<file path="src/rtl/sweep_pkg.sv">
// sweep_pkg: shared types and constants for the
// frequency-sweep sounding sequencer.
package sweep_pkg;

   localparam int FREQW_W = 32;
   localparam int STEP_W  = 16;
   localparam int REP_W   = 8;
   localparam int TO_W    = 16;

   localparam int DEF_SETTLE_CYCLES = 100;
   localparam int DEF_ACK_TIMEOUT   = 16;
   localparam int DEF_DONE_TIMEOUT  = 65535;

   typedef enum logic [3:0] {
      IDLE,
      WAIT_INIT,
      F_REQ,
      F_ACK,
      F_WAIT,
      SETTLE,
      G_REQ,
      G_ACK,
      G_WAIT,
      NEXT,
      FIN
   } state_t;

   typedef enum logic [1:0] {
      HS_IDLE,
      HS_ACK,
      HS_WAIT
   } hs_phase_t;

   typedef struct packed {
      logic [FREQW_W-1:0] step_freqw;
      logic [STEP_W-1:0]  step_num;
      logic [REP_W-1:0]   repeat_num;
   } sweep_cfg_t;

   // Counters start at 1 on entry (the entry cycle counts),
   // so the last count of an n-cycle window is n-1.
   function automatic logic [TO_W-1:0] last_count(input int n);
      return (n > 1) ? TO_W'(n - 1) : TO_W'(1);
   endfunction

endpackage

</file>
<file path="src/rtl/ovr_handshake.sv">
// ovr_handshake: tracks one request/OVER handshake and
// flags ack, completion or timeout of either phase.
module ovr_handshake
   import sweep_pkg::*;
#(
   parameter int ACK_TIMEOUT  = DEF_ACK_TIMEOUT,
   parameter int DONE_TIMEOUT = DEF_DONE_TIMEOUT
) (
   input  logic CLOCK_10M,
   input  logic RESET_N,
   input  logic clear,
   input  logic req,
   input  logic over,
   output logic acked,
   output logic done,
   output logic timeout
);

   localparam logic [TO_W-1:0] ACK_LAST  = last_count(ACK_TIMEOUT);
   localparam logic [TO_W-1:0] DONE_LAST = last_count(DONE_TIMEOUT);

   hs_phase_t       phase;
   logic [TO_W-1:0] cnt;

   assign acked   = (phase == HS_ACK) && !over;
   assign done    = (phase == HS_WAIT) && over;
   assign timeout = ((phase == HS_ACK) && over && (cnt >= ACK_LAST))
                 || ((phase == HS_WAIT) && !over && (cnt >= DONE_LAST));

   // Phase tracking; the window counter restarts on each phase entry.
   always_ff @(posedge CLOCK_10M or negedge RESET_N) begin
      if (!RESET_N) begin
         phase <= HS_IDLE;
         cnt   <= '0;
      end else if (clear) begin
         phase <= HS_IDLE;
         cnt   <= '0;
      end else begin
         unique case (phase)
            HS_IDLE: begin
               if (req) begin
                  phase <= HS_ACK;
                  cnt   <= TO_W'(1);
               end
            end
            HS_ACK: begin
               if (acked) begin
                  phase <= HS_WAIT;
                  cnt   <= TO_W'(1);
               end else if (timeout) begin
                  phase <= HS_IDLE;
                  cnt   <= '0;
               end else begin
                  cnt <= cnt + TO_W'(1);
               end
            end
            HS_WAIT: begin
               if (done || timeout) begin
                  phase <= HS_IDLE;
                  cnt   <= '0;
               end else begin
                  cnt <= cnt + TO_W'(1);
               end
            end
            default: begin
               phase <= HS_IDLE;
               cnt   <= '0;
            end
         endcase
      end
   end

endmodule

</file>
<file path="src/rtl/sweep_sequencer.sv">
// sweep_sequencer: steps the DDS tuning word and fires a
// burst of coded pulses at each frequency of the sweep.
module sweep_sequencer
   import sweep_pkg::*;
#(
   parameter int SETTLE_CYCLES = DEF_SETTLE_CYCLES,
   parameter int ACK_TIMEOUT   = DEF_ACK_TIMEOUT,
   parameter int DONE_TIMEOUT  = DEF_DONE_TIMEOUT
) (
   input  logic               CLOCK_10M,
   input  logic               RESET_N,
   input  logic               START,
   input  logic               ABORT,
   input  logic [FREQW_W-1:0] START_FREQW,
   input  logic [FREQW_W-1:0] STEP_FREQW,
   input  logic [STEP_W-1:0]  STEP_NUM,
   input  logic [REP_W-1:0]   REPEAT_NUM,
   input  logic               INIT_OK,
   input  logic               FREQW_UPDATE_OVER,
   input  logic               GEN_OVER,
   output logic [FREQW_W-1:0] FREQW,
   output logic               FREQW_UPDATE,
   output logic               GEN,
   output logic               FRAME_SYNC,
   output logic [STEP_W-1:0]  FREQ_INDEX,
   output logic [REP_W-1:0]   PULSE_INDEX,
   output logic               BUSY,
   output logic               DONE,
   output logic               ERR
);

   localparam logic [TO_W-1:0] SETTLE_LAST = last_count(SETTLE_CYCLES);

   state_t          state;
   sweep_cfg_t      cfg;
   logic [TO_W-1:0] settle_cnt;
   logic [REP_W:0]  pulse_nx;
   logic [STEP_W:0] freq_nx;

   logic f_acked, f_done, f_to;
   logic g_acked, g_done, g_to;

   assign pulse_nx = {1'b0, PULSE_INDEX} + (REP_W+1)'(1);
   assign freq_nx  = {1'b0, FREQ_INDEX} + (STEP_W+1)'(1);

   ovr_handshake #(
      .ACK_TIMEOUT  (ACK_TIMEOUT),
      .DONE_TIMEOUT (DONE_TIMEOUT)
   ) u_retune_hs (
      .CLOCK_10M (CLOCK_10M),
      .RESET_N   (RESET_N),
      .clear     (ABORT),
      .req       (FREQW_UPDATE),
      .over      (FREQW_UPDATE_OVER),
      .acked     (f_acked),
      .done      (f_done),
      .timeout   (f_to)
   );

   ovr_handshake #(
      .ACK_TIMEOUT  (ACK_TIMEOUT),
      .DONE_TIMEOUT (DONE_TIMEOUT)
   ) u_gen_hs (
      .CLOCK_10M (CLOCK_10M),
      .RESET_N   (RESET_N),
      .clear     (ABORT),
      .req       (GEN),
      .over      (GEN_OVER),
      .acked     (g_acked),
      .done      (g_done),
      .timeout   (g_to)
   );

   // Sweep FSM with registered request, status and index outputs.
   always_ff @(posedge CLOCK_10M or negedge RESET_N) begin
      if (!RESET_N) begin
         state        <= IDLE;
         cfg          <= '0;
         settle_cnt   <= '0;
         FREQW        <= '0;
         FREQW_UPDATE <= 1'b0;
         GEN          <= 1'b0;
         FRAME_SYNC   <= 1'b0;
         FREQ_INDEX   <= '0;
         PULSE_INDEX  <= '0;
         BUSY         <= 1'b0;
         DONE         <= 1'b0;
         ERR          <= 1'b0;
      end else begin
         FREQW_UPDATE <= 1'b0;
         GEN          <= 1'b0;
         FRAME_SYNC   <= 1'b0;
         DONE         <= 1'b0;
         if (ABORT) begin
            state <= IDLE;
            BUSY  <= 1'b0;
         end else begin
            unique case (state)
               IDLE: begin
                  if (START) begin
                     cfg.step_freqw <= STEP_FREQW;
                     cfg.step_num   <= STEP_NUM;
                     cfg.repeat_num <= (REPEAT_NUM == '0)
                                     ? REP_W'(1) : REPEAT_NUM;
                     FREQW       <= START_FREQW;
                     FREQ_INDEX  <= '0;
                     PULSE_INDEX <= '0;
                     ERR         <= 1'b0;
                     BUSY        <= 1'b1;
                     state <= (STEP_NUM == '0) ? FIN : WAIT_INIT;
                  end
               end
               WAIT_INIT: begin
                  if (INIT_OK) state <= F_REQ;
               end
               F_REQ: begin
                  FREQW_UPDATE <= 1'b1;
                  state        <= F_ACK;
               end
               F_ACK: begin
                  if (f_to) begin
                     ERR   <= 1'b1;
                     BUSY  <= 1'b0;
                     state <= IDLE;
                  end else if (f_acked) begin
                     state <= F_WAIT;
                  end
               end
               F_WAIT: begin
                  if (f_done) begin
                     settle_cnt <= TO_W'(1);
                     state      <= SETTLE;
                  end else if (f_to) begin
                     ERR   <= 1'b1;
                     BUSY  <= 1'b0;
                     state <= IDLE;
                  end
               end
               SETTLE: begin
                  if (settle_cnt >= SETTLE_LAST) state <= G_REQ;
                  else settle_cnt <= settle_cnt + TO_W'(1);
               end
               G_REQ: begin
                  if (GEN_OVER) begin
                     GEN        <= 1'b1;
                     FRAME_SYNC <= 1'b1;
                     state      <= G_ACK;
                  end
               end
               G_ACK: begin
                  if (g_to) begin
                     ERR   <= 1'b1;
                     BUSY  <= 1'b0;
                     state <= IDLE;
                  end else if (g_acked) begin
                     state <= G_WAIT;
                  end
               end
               G_WAIT: begin
                  if (g_done) begin
                     state <= NEXT;
                  end else if (g_to) begin
                     ERR   <= 1'b1;
                     BUSY  <= 1'b0;
                     state <= IDLE;
                  end
               end
               NEXT: begin
                  if (pulse_nx < {1'b0, cfg.repeat_num}) begin
                     PULSE_INDEX <= pulse_nx[REP_W-1:0];
                     state       <= G_REQ;
                  end else if (freq_nx < {1'b0, cfg.step_num}) begin
                     PULSE_INDEX <= '0;
                     FREQ_INDEX  <= freq_nx[STEP_W-1:0];
                     FREQW       <= FREQW + cfg.step_freqw;
                     state       <= F_REQ;
                  end else begin
                     state <= FIN;
                  end
               end
               FIN: begin
                  DONE  <= 1'b1;
                  BUSY  <= 1'b0;
                  state <= IDLE;
               end
               default: begin
                  BUSY  <= 1'b0;
                  state <= IDLE;
               end
            endcase
         end
      end
   end

endmodule

</file>
<file path="config.mk">
export PLATFORM = sky130hd
export DESIGN_NAME = sweep_sequencer
export DESIGN_NICKNAME = d
export VERILOG_FILES = /design/src/rtl/sweep_pkg.sv /design/src/rtl/ovr_handshake.sv /design/src/rtl/sweep_sequencer.sv
export SDC_FILE = /design/constraint.sdc
export NUM_CORES = 1
export LEC_CHECK = 0
export BUFFER_PORTS_ARGS = -buffer_cell sky130_fd_sc_hd__buf_2
export CAP_MARGIN = 0
export CORE_UTILIZATION = 40
export DETAILED_ROUTE_END_ITERATION = 10
export SYNTH_ARGS = -nofsm -noshare
export SYNTH_HDL_FRONTEND = slang
export SYNTH_HIERARCHICAL = 1
export SYNTH_SLANG_ARGS = --single-unit
</file>
<file path="constraint.sdc">
create_clock -name CLOCK_10M -period 3.5 [get_ports CLOCK_10M]
set_clock_uncertainty 0.05 [all_clocks]
set_input_delay 1.05 -clock CLOCK_10M [delete_from_list [all_inputs] [get_ports CLOCK_10M]]
set_output_delay 1.05 -clock CLOCK_10M [all_outputs]
set_load 0.01 [all_outputs]
</file>
==> impl_metrics.env <==
export IMPL_cts_tree="yes"
export IMPL_synth_area_top_cells="dfrtp_1 40%, ha_1 7.0%, mux2_2 5.8%"
export IMPL_slew_headroom=0.459
export IMPL_r2r_cells=14
export IMPL_yosysTopAreaCell="dfrtp_1"
export IMPL_synth_mux_area_fraction=0.0658
export IMPL_vdd_ir_drop_max_mv=0.378
export IMPL_reg2reg_slack_ns=0.22
export IMPL_fmax_mhz=305
export IMPL_wl_per_cell_um=16.2
export IMPL_drive_gt1_frac=0.246
export IMPL_avgSynthCellArea_um2=9.39
export IMPL_clkTransAtPathRegs_ns=0.07
export IMPL_critPathSlowestCell="a2111oi_2"
export IMPL_wl_met3_mm=1.38
export IMPL_outcome="finished, violations left"
export IMPL_cts_root_buf="clkbuf_16"
export IMPL_wl_met2_mm=11.9
export IMPL_grt_pass1_vias=8867
export IMPL_die_width_um=166
export IMPL_wl_met1_mm=13.3
export IMPL_synth_edf_count=0
export IMPL_grt_pass1_wl_mm=44.9
export IMPL_die_area_um2=27600
export IMPL_ys_flop_type="dfrtp_1"
export IMPL_synth_compound_area_frac=0.171
export IMPL_path_cells="and3_1, and3_2, and3_1, nand3_1, xnor2_1, ha_1, a21oi_1, nor2b_1, nor4b_2, nand2_1, a31oi_2, nor3_1, a2111oi_2, o21ai_0"
export IMPL_fillers=2548
export IMPL_worst_slew_pin_slew_ns=0.811
export IMPL_synthTopCellsByCount="173 x dfrtp_1, 110 x nand2_1, 107 x nor2_1"
export IMPL_initial_core_util=0.411
export IMPL_die_y_um=166
export IMPL_rr_startpoint="FREQ_INDEX[3]"
export IMPL_setup_viol=0
export IMPL_ctsHoldBuffers=0
export IMPL_timing_hold_ws_ns=0.440
export IMPL_switchingPower_uw=3940
export IMPL_grt_overflow=0
export IMPL_required_ns=3.75
export IMPL_critPathMaxStageDelay_ns=0.36
export IMPL_power_uw=9690
export IMPL_vias_per_cell=5.47
export IMPL_hpwl_mm=19.9
export IMPL_yosysUniqueCellTypes=86
export IMPL_period_needed_ns=3.28
export IMPL_gp_congestion=0.862
export IMPL_grtUsageTotal=0.200
export IMPL_final_period_utilization=0.937
export IMPL_area_growth_pct=16.9
export IMPL_synth_nets=1305
export IMPL_drv_slew=0
export IMPL_clockPowerShare=0.202
export IMPL_post_cts_buffers=0
export IMPL_crit_path_frequent_cell="and3_1"
export IMPL_start_kind="flip-flop"
export IMPL_synthAdderAreaFrac=0.0714
export IMPL_seq_power_share=0.314
export IMPL_maxCapViolCount=0
export IMPL_fin_util=0.480
export IMPL_yosys_warnings=6
export IMPL_top_layer="met4"
export IMPL_switching_share=0.407
export IMPL_critPathArrivalTime_ns=3.53
export IMPL_syn_cell_area_um2=10800
export IMPL_synth_xor_area_frac=0.0558
export IMPL_drt_wl_total_mm=26.9
export IMPL_drc=16
export IMPL_nets=1462
export IMPL_grt_antenna_before_repair=4
export IMPL_path_max_fanout=6
export IMPL_drtIter0Drc=521
export IMPL_port_buffers=156
export IMPL_netlist_area_leader_share=0.401
export IMPL_clockBufferDepth=2
export IMPL_rsz0062_at_grt="yes"
export IMPL_yosys_area_share_simple=0.198
export IMPL_ios=157
export IMPL_synth_top_family_by_area="simple AND/OR/NAND/NOR gates"
export IMPL_whs_path_depth=2
export IMPL_whs_endpoint="cfg[0]"
export IMPL_vias=9070
export IMPL_coreArea_um2=26300
export IMPL_worstSetupPathType="reg2reg"
export IMPL_rr_endpoint="state[3]"
export IMPL_cts_sinks=173
export IMPL_dr_pass1_iters=8
export IMPL_p_per_area_nw_per_um2=767
export IMPL_synth_seq_area_share=0.401
export IMPL_clock_latency_ns=0.44
export IMPL_syn_inst=1149
export IMPL_async_flop_share=1.00
export IMPL_post_cts_resized=1
export IMPL_synthMostInstantiatedCell="dfrtp_1"
export IMPL_comb_power_share=0.484
export IMPL_violations="DRC"
export IMPL_ant_nets=0
export IMPL_cts_buffers=17
export IMPL_endpoint_kind="flip-flop"
export IMPL_hold_start="cfg[0]"
export IMPL_synth_seq_cells=173
export IMPL_p_int_uw=5740
export IMPL_static_leakage_power_uw=0.00596
export IMPL_rows=59
export IMPL_hold_path_class="reg2reg"
export IMPL_hold_viol_final=0
export IMPL_h_tree_depth=4
export IMPL_grt_max_degree=66
through the flow:
step / TNS (ns) / cells / worst slack, ns / instance area (µm²)
detailed placement: 0 / 1622 / 0.0107 / 12000
floorplan: 0 / 1149 / 0.306 / 10800
global placement: 0 / 1622 / 0.196 / 12000
finish: 0 / 1659 / 0.221 / 12600
CTS: 0 / 1654 / 0.0202 / 12600
global route: -0.0382 / 1658 / -0.0382 / 12600
power by group through the flow:
stage / registers, µW / logic (µW) / clock network (µW)
3_5_place_dp: 3080 / 4650 / 0
6_report: 3040 / 4690 / 1960
2_1_floorplan: 3010 / 3580 / 0
3_3_place_gp: 3060 / 4600 / 0
4_1_cts: 3040 / 4690 / 2020
5_1_grt: 3120 / 5290 / 2100
worst max-delay path by stage:
stage                        from  depth (start not counted)  slack [ns]  endpoint
floorplan           FREQ_INDEX[2]                         16        0.31  FREQW[1]
global placement    FREQ_INDEX[3]                         14        0.20  state[3]
detailed placement  FREQ_INDEX[3]                         14        0.01  state[3]
CTS                 FREQ_INDEX[3]                         15        0.02  state[3]
global route        FREQ_INDEX[1]                         13       -0.04  state[3]
finish              FREQ_INDEX[3]                         14        0.22  state[3]
routing by layer:
metal  track usage  up-vias
li1              -     4476
met1         0.283     4372
met2         0.306      201
met3        0.0472       21
met4        0.0548        0
met5             0        -
flip-flops by register name, indices dropped and copies added (netlist names), 2 cells and up:
name,cells
u_retune_hs/phase,2
cfg,56
FREQW,32
u_retune_hs/cnt,16
PULSE_INDEX,8
u_gen_hs/cnt,16
settle_cnt,16
state,4
u_gen_hs/phase,2
FREQ_INDEX,16
cell families after synthesis:
logic type	count (synthesis)
AND/OR/NAND/NOR	419
AO/OA/AOI/OAI	282
flip-flops	173
buffers and inverters	83
XOR/XNOR	67
multiplexers	64
adder cells (fa/ha/maj)	61
cell usage in the layout, fill, tap and decap left out, types with 8 or more instances in the layout:
cell / count
xnor2_1: 30
o21ai_0: 79
clkbuf_16: 17
nor3_1: 18
inv_1: 42
mux2_2: 56
xor2_1: 35
nand3_1: 45
nand2b_1: 10
a21o_1: 20
dfrtp_1: 173
buf_4: 18
buf_2: 155
nand4_1: 21
o21ai_1: 17
and4_1: 8
a31oi_1: 13
mux2i_1: 8
nor4_1: 20
a211oi_1: 9
ha_1: 60
nor2_1: 106
o211ai_1: 9
nand2_1: 110
a21oi_1: 67
and3_1: 16
nor2b_1: 11
worst max-delay path: cells and delay by family, from the launching register on:
kind	cells	cell delay (ns)
AND/OR/NAND/NOR	8	1.39
AO/OA/AOI/OAI	4	0.87
flip-flops	1	0.34
adder cells (fa/ha/maj)	1	0.31
XOR/XNOR	1	0.18
layout make-up:
class                           instances  area (µm²)  share of cell area
Multi-Input combinational cell        893        6110               0.484
Inverter                               43         163              0.0129
Sequential cell                       173        4330               0.343
Clock inverter                         15         180              0.0143
Antenna cell                            5        12.5            0.000991
Timing Repair Buffer                  178         985              0.0780
Clock buffer                           17         425              0.0337
Tap cell                              335         419              0.0332
Power figures use the tool's default switching activity.
